## src/rtl/btn_input_ctrl.sv

```systemverilog
// ---------------------------------------------------------------------------
// btn_input_ctrl
//
// Push-button front end for the LED pattern stage. Two raw board buttons are
// each synchronized, debounced by a tick-sampled FSM and turned into a
// one-cycle press pulse. The run/pause level `en` and the shift-direction
// level `dir` toggle on those pulses and feed the pattern FSM directly.
//
// Optional feature macro: BTN_LONGPRESS_EN
//   Defined   : holding btn_en in the accepted-pressed state for LONG_TICKS
//               ticks fires a one-cycle soft_rst and forces en=1, dir=0.
//   Undefined : no hold counter, soft_rst tied to 0, LONG_TICKS ignored.
//
// Parameters
//   TICK_DIV   : sample-tick period in clk cycles (>= 2)
//   DB_TICKS   : consecutive equal samples to accept a level change (>= 1)
//   LONG_TICKS : long-press hold length in ticks (macro builds only)
//
// Ports
//   clk        in   system clock, the only clock
//   rst        in   asynchronous active-high reset
//   btn_en     in   raw run/pause button, async to clk, 1 = pressed
//   btn_dir    in   raw direction button, async to clk, 1 = pressed
//   en         out  run level, reset 1
//   dir        out  direction level, reset 0
//   en_pulse   out  one-cycle pulse per accepted btn_en press
//   dir_pulse  out  one-cycle pulse per accepted btn_dir press
//   soft_rst   out  one-cycle long-press pulse (0 when compiled out)
// ---------------------------------------------------------------------------

// ---------------------------------------------------------------------------
// btn_input_ctrl_lane
//
// One button: 2-FF synchronizer followed by the debounce FSM.
//
// Ports
//   clk, rst  in   clock / async active-high reset
//   tick      in   shared sample strobe from the prescaler
//   btn       in   raw asynchronous button pin
//   s         out  synchronized button bit
//   press     out  combinational: this clk edge enters PRESSED
//   pulse     out  registered one-cycle press pulse
//   pressed   out  FSM currently in PRESSED
// ---------------------------------------------------------------------------
module btn_input_ctrl_lane #(
  parameter int DB_TICKS = 8
) (
  input  logic clk,
  input  logic rst,
  input  logic tick,
  input  logic btn,
  output logic s,
  output logic press,
  output logic pulse,
  output logic pressed
);

  localparam int            CW      = $clog2(DB_TICKS + 1);
  localparam logic [CW-1:0] CNT_MAX = CW'(DB_TICKS);
  // With a single required sample the check states are skipped entirely.
  localparam bit            DB_ONE  = (DB_TICKS == 1);

  typedef enum logic [1:0] {
    RELEASED    = 2'd0,
    PRESS_CHK   = 2'd1,
    PRESSED     = 2'd2,
    RELEASE_CHK = 2'd3
  } db_state_t;

  db_state_t     state;
  logic [CW-1:0] cnt;
  logic [CW-1:0] cnt_inc;
  logic [1:0]    sync_pipe;

  // Two-flop synchronizer; bit 1 is the only copy later logic may look at.
  always_ff @(posedge clk or posedge rst) begin
    if (rst) sync_pipe <= '0;
    else     sync_pipe <= {sync_pipe[0], btn};
  end

  assign s       = sync_pipe[1];
  assign cnt_inc = cnt + 1'b1;
  assign pressed = (state == PRESSED);

  // Exposed combinationally so the level registers in the top can toggle on
  // the very edge that registers the pulse.
  assign press = tick && s &&
                 (((state == RELEASED) && DB_ONE) ||
                  ((state == PRESS_CHK) && (cnt_inc == CNT_MAX)));

  always_ff @(posedge clk or posedge rst) begin
    if (rst) begin
      state <= RELEASED;
      cnt   <= '0;
      pulse <= 1'b0;
    end else begin
      pulse <= press;
      if (tick) begin
        case (state)
          RELEASED: begin
            if (s) begin
              if (DB_ONE) begin
                state <= PRESSED;
              end else begin
                cnt   <= CW'(1);
                state <= PRESS_CHK;
              end
            end
          end
          PRESS_CHK: begin
            if (s) begin
              if (cnt_inc == CNT_MAX) begin
                cnt   <= '0;
                state <= PRESSED;
              end else begin
                cnt <= cnt_inc;
              end
            end else begin
              // glitch: abandon the check silently
              cnt   <= '0;
              state <= RELEASED;
            end
          end
          PRESSED: begin
            if (!s) begin
              if (DB_ONE) begin
                state <= RELEASED;
              end else begin
                cnt   <= CW'(1);
                state <= RELEASE_CHK;
              end
            end
          end
          RELEASE_CHK: begin
            if (!s) begin
              if (cnt_inc == CNT_MAX) begin
                cnt   <= '0;
                state <= RELEASED;
              end else begin
                cnt <= cnt_inc;
              end
            end else begin
              cnt   <= '0;
              state <= PRESSED;
            end
          end
          default: begin
            cnt   <= '0;
            state <= RELEASED;
          end
        endcase
      end
    end
  end

endmodule

module btn_input_ctrl #(
  parameter int TICK_DIV   = 100000,
  parameter int DB_TICKS   = 8,
  parameter int LONG_TICKS = 1000
) (
  input  logic clk,
  input  logic rst,
  input  logic btn_en,
  input  logic btn_dir,
  output logic en,
  output logic dir,
  output logic en_pulse,
  output logic dir_pulse,
  output logic soft_rst
);

  // lane 0 = btn_en, lane 1 = btn_dir
  localparam int            NUM_LANES = 2;
  localparam int            PW        = $clog2(TICK_DIV);
  localparam logic [PW-1:0] PRE_MAX   = PW'(TICK_DIV - 1);

  logic [NUM_LANES-1:0] btn_raw;
  logic [NUM_LANES-1:0] s;
  logic [NUM_LANES-1:0] press;
  logic [NUM_LANES-1:0] pulse;
  logic [NUM_LANES-1:0] pressed;
  logic [PW-1:0]        pre_cnt;
  logic                 tick;

  assign btn_raw = {btn_dir, btn_en};

  // Shared prescaler: the only thing the two lanes have in common.
  always_ff @(posedge clk or posedge rst) begin
    if (rst)       pre_cnt <= '0;
    else if (tick) pre_cnt <= '0;
    else           pre_cnt <= pre_cnt + 1'b1;
  end

  assign tick = (pre_cnt == PRE_MAX);

  for (genvar i = 0; i < NUM_LANES; i++) begin : g_lane
    btn_input_ctrl_lane #(
      .DB_TICKS(DB_TICKS)
    ) u_lane (
      .clk    (clk),
      .rst    (rst),
      .tick   (tick),
      .btn    (btn_raw[i]),
      .s      (s[i]),
      .press  (press[i]),
      .pulse  (pulse[i]),
      .pressed(pressed[i])
    );
  end

  assign en_pulse  = pulse[0];
  assign dir_pulse = pulse[1];

`ifdef BTN_LONGPRESS_EN
  localparam int            HW       = $clog2(LONG_TICKS + 1);
  localparam logic [HW-1:0] HOLD_MAX = HW'(LONG_TICKS);

  logic [HW-1:0] hold_cnt;
  logic          long_evt;
  logic          unused_lane;

  assign unused_lane = ^{pressed[1], s[1]};

  // Counts ticks spent in PRESSED; a tick that samples a release leaves
  // PRESSED and so clears rather than counts. Saturates so the event fires
  // once per press.
  assign long_evt = pressed[0] && tick && s[0] && (hold_cnt == HOLD_MAX - 1'b1);

  always_ff @(posedge clk or posedge rst) begin
    if (rst)                              hold_cnt <= '0;
    else if (!pressed[0] || (tick && !s[0])) hold_cnt <= '0;
    else if (tick && (hold_cnt != HOLD_MAX)) hold_cnt <= hold_cnt + 1'b1;
  end

  // Long-press wins over any toggle landing on the same edge.
  always_ff @(posedge clk or posedge rst) begin
    if (rst) begin
      en       <= 1'b1;
      dir      <= 1'b0;
      soft_rst <= 1'b0;
    end else begin
      soft_rst <= long_evt;
      if (long_evt) begin
        en  <= 1'b1;
        dir <= 1'b0;
      end else begin
        en  <= en ^ press[0];
        dir <= dir ^ press[1];
      end
    end
  end
`else
  logic unused_cfg;

  assign unused_cfg = ^{LONG_TICKS, pressed, s};
  assign soft_rst   = 1'b0;

  always_ff @(posedge clk or posedge rst) begin
    if (rst) begin
      en  <= 1'b1;
      dir <= 1'b0;
    end else begin
      en  <= en ^ press[0];
      dir <= dir ^ press[1];
    end
  end
`endif

endmodule
```

## config.mk

```make
export PLATFORM = sky130hd
export DESIGN_NAME = btn_input_ctrl
export DESIGN_NICKNAME = d
export VERILOG_FILES = /design/src/rtl/btn_input_ctrl.sv
export SDC_FILE = /design/constraint.sdc
export NUM_CORES = 1
export LEC_CHECK = 0
export CAP_MARGIN = 20
export CORE_AREA = 2 2 84 86
export DETAILED_ROUTE_END_ITERATION = 8
export DIE_AREA = 0 0 86 88
export GPL_TIMING_DRIVEN = 0
export PLACE_DENSITY_LB_ADDON = 0.05
export SLEW_MARGIN = 20
export SYNTH_ARGS = -nofsm -noshare
export SYNTH_HDL_FRONTEND = slang
export SYNTH_SLANG_ARGS = --single-unit
```

## constraint.sdc

```tcl
create_clock -name clk -period 4.5 [get_ports clk]
set_input_delay 0.9 -clock clk [delete_from_list [all_inputs] [get_ports clk]]
set_output_delay 0.9 -clock clk [all_outputs]
set_load 0.005 [all_outputs]
```

==> results of run 1 <==
-- cells by family (layout without fill, tap and decap cells) --
family                     Yosys count  in the layout  share of synthesized area, %
adders and majority gates            4              4                          2.69
buffers and inverters               15             31                          4.30
DFF                                 37             37                          49.8
AOI/OAI and AO/OA                   31             31                          10.1
muxes                                3              3                          1.95
and+or+nand+nor                     68             68                          22.5
other                                1              1                         0.201
xor gates and xnor gates            18             18                          8.46
-- final timing paths --
| kind | depth (start not counted) | start | slack [ns] | end |
|---|---|---|---|---|
| setup / recovery | 1 | en | 2.29 | en |
| hold / removal | 0 | g_lane[0].u_lane.sync_pipe[0] | 0.34 | g_lane[0].u_lane.sync_pipe[1] |
| setup reg to reg | 7 | pre_cnt[0] | 2.60 | register |
| hold reg to reg | 0 | g_lane[0].u_lane.sync_pipe[0] | 0.34 | g_lane[0].u_lane.sync_pipe[1] |
| max in group asynchronous | 3 | rst | 3.17 | en |
| min in group asynchronous | 2 | rst | 0.84 | pre_cnt[4] |
-- state kept, by name, indices dropped and copies added (netlist names), named ones only --
signal                   flops
dir                          1
g_lane.u_lane.state          2
g_lane.u_lane.cnt            8
g_lane.u_lane.pulse          2
pre_cnt                     17
g_lane.u_lane.sync_pipe      4
en                           1
-- final cells by class --
| cell class | instances | share of cell area [%] |
|---|---|---|
| buffer | 8 | 2.51 |
| clock buffer | 8 | 4.20 |
| inverter | 7 | 1.23 |
| multi-input combinational | 125 | 39.9 |
| sequential | 37 | 43.3 |
| tap | 80 | 4.67 |
| timing repair buffer | 8 | 4.20 |
-- per-layer routing --
metal  wire length (um)  vias to the layer above  part of all wire [%]  global-route usage (%)
li1                   -                      650                     -                       -
met1               1720                      626                    48                    13.3
met2               1730                       11                    48                    18.4
met3                 94                        6                   2.6                    3.11
met4                 74                        0                   2.0                    5.19
met5                  0                        -                     0                       0
-- synthesized netlist by cell type, types with 2 or more instances --
cell type	number	area, um2
dfrtp_1	36	901
nand2_1	13	48.8
o21ai_0	13	65.1
nand3_1	12	60.1
nor2_1	11	41.3
xor2_1	11	96.3
a21oi_1	7	35.0
inv_1	7	26.3
xnor2_1	7	61.3
and4_1	6	52.6
nor2b_1	6	37.5
nand4_1	5	31.3
ha_1	4	50.1
a21bo_2	3	30.0
buf_2	3	15.0
buf_4	3	22.5
and3_1	2	12.5
and4b_1	2	20.0
nand3b_1	2	15.0
-- stage by stage --
stage | worst slack, ns | hold WS (ns) | total power (W) | cells | area, um2
after floorplan | 2.71 | 0.331 | 0.000350 | 177 | 1860
after global placement | 1.87 | 0.332 | 0.000355 | 264 | 2030
after detailed placement | 2.58 | 0.338 | 0.000358 | 265 | 2050
after CTS | 2.26 | 0.348 | 0.000603 | 273 | 2140
after global routing | 2.25 | 0.369 | 0.000618 | 273 | 2140
final | 2.29 | 0.345 | 0.000590 | 273 | 2140
-- worst reg2reg max path, delay by kind of cell (launching register included) --
family        cells  cell delay [ns]
mux               1             0.33
flops             1             0.41
buf+inv           2             0.31
simple gates      3             0.49
fa+ha+maj         1             0.25
-- power by group --
| group | total, W | internal (W) | switching [W] |
|---|---|---|---|
| Clock | 0.000240 | 0.000125 | 0.000115 |
| Combinational | 0.0000154 | 0.00000608 | 0.00000932 |
| Sequential | 0.000335 | 0.000334 | 0.000000929 |
| Total | 0.000590 | 0.000465 | 0.000125 |
==> impl_metrics.csv, run 1 <==
group,metric,value,unit
outcome,status,"finished clean",
critical_path,cp_num_buf_inv,1,
sta,finalSetupViolations,0,
logic_synthesis,yosysWarnings,0,
flow_run,drv_cap,0,
critical_path,path_delay_family,"flip-flops",
routing,routedWlPerCell,13.3,um
critical_path,max_stage_delay,0.54,ns
placement,port_buffers,7,
layout,regArea,927,um2
sta,fin_skew,0.00781,ns
die,start_util,28.0,%
power,p_per_area,275,mW/mm2
sta,period_share,49.2,%
layout,fill_cells,686,
logic_synthesis,postSynthCellCount,177,
layout,multi_input_area,856,um2
power,p_leak,0.964,nW
routing,ant_nets,0,
routing,vias_per_cell,4.74,
cts,worst_skew_pair.late_latency,0.29,ns
logic_synthesis,ys_async_sr_fraction,100,%
logic_synthesis,synth_edf_count,0,
power,ir_drop,0.000105,V
routing,drt_iter0_markers,25,
layout,utilization,32.3,%
layout,mostFrequentLayoutCells,"dfrtp_1 (36), nand2_1 (13), o21ai_0 (13), nand3_1 (12)",
min_path,hp-class,"register to register",
die,core,0.00664,mm2
layout,drive_above_1_share,14.0,%
placement,place_congestion,0.777,
critical_path,critPathCaptureType,"output pin",
layout,fin_nets,200,
global_route,grt_pass1_vias,1344,
routing,vias,1293,
sta,fmax,0.452,GHz
cts,cts_tree,"done",
layout,mostFrequentLayoutCell,"dfrtp_1",
die,die_w,86,um
logic_synthesis,ys.flop_type,"dfrtp_1",
logic_synthesis,yosys_register_bits,37,
global_route,grtUsageTotal,11.1,%
critical_path,cp_cell_sequence,"clkdlybuf4s50_1",
cts,htreeDepth,2,
critical_path,crit_fanout,2,
die,io_pins,9,
critical_path,cp_data_required_time,3.60,ns
placement,dp_hpwl,2.57,mm
global_route,antenna_found_initial,0,
die,dieArea,0.00757,mm2
cts,clk_pin_slew_worst_paths,0.07,ns
cts,cts_root_buf,"clkbuf_8",
sta,tns,0,ns
logic_synthesis,syn_nets,185,
global_route,grt_pass1_wl,6.38,mm
critical_path,start_kind,"register",
cts,cts_hold_buf,0,
logic_synthesis,synth_area,0.00186,mm2
sta,slew_violations,0,
routing,drtPass1Iterations,4,
sta,layout_min_cycle_time,2.21,ns
critical_path,critPathSlowestCell,"dfstp_2",
cts,cts_max_path_buffers,2,
global_route,grt_remaining_overflow,0,
sta,rsz0062_at_grt,"false",
sta,finalHoldViolations,0,
routing,routed_wl,3.62,mm
die,die_h,88,um
critical_path,worstSetupPathType,"register to output pin",
cts,cts_buffers,5,
cts,cts_setup_buffers,0,
routing,route.detailed.drc,0,
layout,diodes,0,
cts,ctsResizeCount,0,
critical_path,cp.arrival,1.31,ns
logic_synthesis,ys_seq_area_share,49.8,%
cts,cts_num_sinks,37,
global_route,grt_start_max_net_pins,30,
logic_synthesis,yosysUniqueCellTypes,43,
layout,area_growth,15.0,%
die,rows,30,
logic_synthesis,postSynthAreaPerCell,10.5,um2
No activity file was read; power rests on OpenSTA's default activity.
==> run 2: changes to the inputs <==
clock period = 2.1 ns   (was 4.5 ns; I/O delays follow)
==> results of run 2 <==
The final DEF is identical to that of run 1. Status: finished clean.
Among the figures that moved: setup slack after placement 2.58 ns -> 0.186 ns; setup slack after layout 2.29 ns -> 0.197 ns; start point of the critical path en -> pre_cnt[0]; register-to-register setup slack 2.60 ns -> 0.20 ns; total power 0.000590 W -> 0.00126 W; worst IR drop on VDD 0.000105 V -> 0.000226 V
==> run 3: changes to the inputs <==
SETUP_SLACK_MARGIN = 0.3   (was default)
==> run 3 against run 2 <==
Sequential power barely moved. Fmax rose by 8.5%. Wire length rose by 2.0%. Clock power barely moved. Combinational power barely moved. Critical path depth did not move. Worst setup slack improved by 0.15 ns. Register-to-register slack improved by 0.15 ns. Cell area rose by 4.1%. Cell count rose by 2.9%. Via count rose by 1.5%. Largest power group unchanged. Highest routed layer unchanged.
==> impl_metrics.csv, run 3 (synthesis gave the netlist of run 1 again) <==
group,metric,value,unit
sta,layout_min_cycle_time,1.75,ns
cts,cts_root_buf,"clkbuf_8",
die,die_w,86,um
power,ir_drop,0.000228,V
cts,cts_num_sinks,37,
cts,cts_buffers,5,
cts,worst_skew_pair.late_latency,0.29,ns
layout,mostFrequentLayoutCell,"dfrtp_1",
critical_path,critPathCaptureType,"register",
global_route,grt_util_met1,13.3,%
global_route,grt_pass1_wl,6.45,mm
placement,port_buffers,7,
power,p_leak,1.01,nW
critical_path,start_kind,"register",
critical_path,cp.arrival,1.93,ns
critical_path,worstSetupPathType,"register to register",
sta,period_share,83.6,%
layout,largest_reg_flops,17,
routing,drt_iter0_markers,31,
layout,area_growth,19.7,%
routing,routed_wl,3.70,mm
global_route,top_usage_layer,"met2",
cts,cts_tree,"done",
layout,fin_nets,208,
global_route,antenna_found_initial,0,
die,rows,30,
global_route,grt_start_max_net_pins,30,
routing,route.detailed.drc,0,
placement,place_congestion,0.777,
placement,dp_hpwl,2.57,mm
die,die_h,88,um
placement,place_ws,0.186,ns
min_path,hp-class,"register to register",
routing,ant_nets,0,
sta,finalSetupViolations,0,
routing,drtPass1Iterations,4,
critical_path,path_delay_family,"flip-flops",
critical_path,crit_fanout,8,
sta,fmax,0.570,GHz
routing,vias,1313,
sta,slew_violations,0,
critical_path,cp_num_buf_inv,2,
outcome,status,"finished clean",
layout,largest-register,"pre_cnt",
global_route,grt_use_met2,18.8,%
die,io_pins,9,
global_route,grtUsageTotal,11.2,%
global_route,grt_use_met3,3.11,%
cts,htreeDepth,2,
cts,clk_pin_slew_worst_paths,0.07,ns
die,dieArea,0.00757,mm2
layout,top_regs,"pre_cnt: 17 flops, g_lane.u_lane.cnt: 8 flops, g_lane.u_lane.sync_pipe: 4 flops",
layout,post-route-cell-area,0.00223,mm2
cts,cts_max_path_buffers,2,
critical_path,critPathSlowestCell,"dfrtp_1",
sta,tns,0,ns
power,p_per_area,567,mW/mm2
sta,rsz0062_at_grt,"true",
placement,place_inst,265,
flow_run,drv_cap,0,
global_route,grt_pass1_vias,1361,
critical_path,cp_data_required_time,2.28,ns
placement,placed_area,0.00205,mm2
critical_path,max_stage_delay,0.39,ns
critical_path,cp_cell_sequence,"ha_2 > and4_1 > buf_6 > and4_1 > buf_6 > o211ai_1 > mux2_4",
layout,diodes,0,
global_route,grt_remaining_overflow,0,
die,core,0.00664,mm2
power,finalPower,0.00127,W
layout,finalNonFillerCells,281,
routing,vias_per_cell,4.67,
critical_path,reg2reg_slack,0.35,ns
sta,fin_skew,0.00832,ns
layout,fill_cells,683,
layout,mostFrequentLayoutCells,"dfrtp_1 (36), nand2_1 (13), o21ai_0 (13)",
layout,drive_above_1_share,19.4,%
sta,finalHoldViolations,0,
routing,routedWlPerCell,13.2,um
die,start_util,28.0,%
sta,layout_setup_ws,0.345,ns
run 3: changes by cell type in the layout (fill, tap and decap cells not counted):
| cell | delta |
|---|---|
| or4_4 | +1 |
| nand3_1 | -1 |
| nor4b_2 | -1 |
| nor4b_4 | +1 |
| or4_1 | -1 |
| nand3_2 | +1 |
| buf_6 | +1 |
| ha_1 | -1 |
| ha_2 | +1 |
| buf_4 | +7 |
| a21oi_2 | +1 |
| a21oi_1 | -1 |
run 3: per-layer routing:
layer  vias up  routed length [um]  share of wire [%]
met5         -                   0                  0
met4         0                  76                2.1
met3         6                  88                2.4
met2         8                1770                 48
met1       633                1760                 48
li1        666                   -                  -
run 3: path summary, 6_finish.rpt:
kind,start,endpoint,cells past startpoint
max,pre_cnt[0],register,7
min,g_lane[0].u_lane.sync_pipe[0],g_lane[0].u_lane.sync_pipe[1],0
max reg2reg,pre_cnt[0],register,7
min reg2reg,g_lane[0].u_lane.sync_pipe[0],g_lane[0].u_lane.sync_pipe[1],0
max in group asynchronous,rst,en,3
min in group asynchronous,rst,pre_cnt[4],2
run 3: power by group:
| group | internal, W | total (W) | switching, W |
|---|---|---|---|
| logic | 0.0000130 | 0.0000331 | 0.0000201 |
| clock network | 0.000268 | 0.000514 | 0.000246 |
| registers | 0.000716 | 0.000718 | 0.00000203 |
| total | 0.000997 | 0.00127 | 0.000268 |
run 3: area by class of cell:
cell class              count  area (um2)  share of cell area (%)
plain buffers               8        57.6                    2.58
clock buffers               8        90.1                    4.04
inverters                   7        26.3                    1.18
multi-input cells         125         880                    39.4
flip-flops and latches     37         927                    41.6
well taps                  80         100                    4.49
repair buffers             16         150                    6.73
run 3: timing repair:
item / CTS / global route
pin swaps: 1 / 1
endpoints found under the setup margin: 6 / 6
gates resized for setup: 2 / 4
hold buffers: 0 / 0
endpoints found under the hold margin: 0 / 0
buffers inserted: 3 / 5
run 3: metrics by stage:
stage	utilization [%]	hold WS, ns
2_1_floorplan	-	0.331
3_3_place_gp	30.6	0.332
3_5_place_dp	30.9	0.338
4_1_cts	32.7	0.348
5_1_grt	33.6	0.368
6_report	33.6	0.342
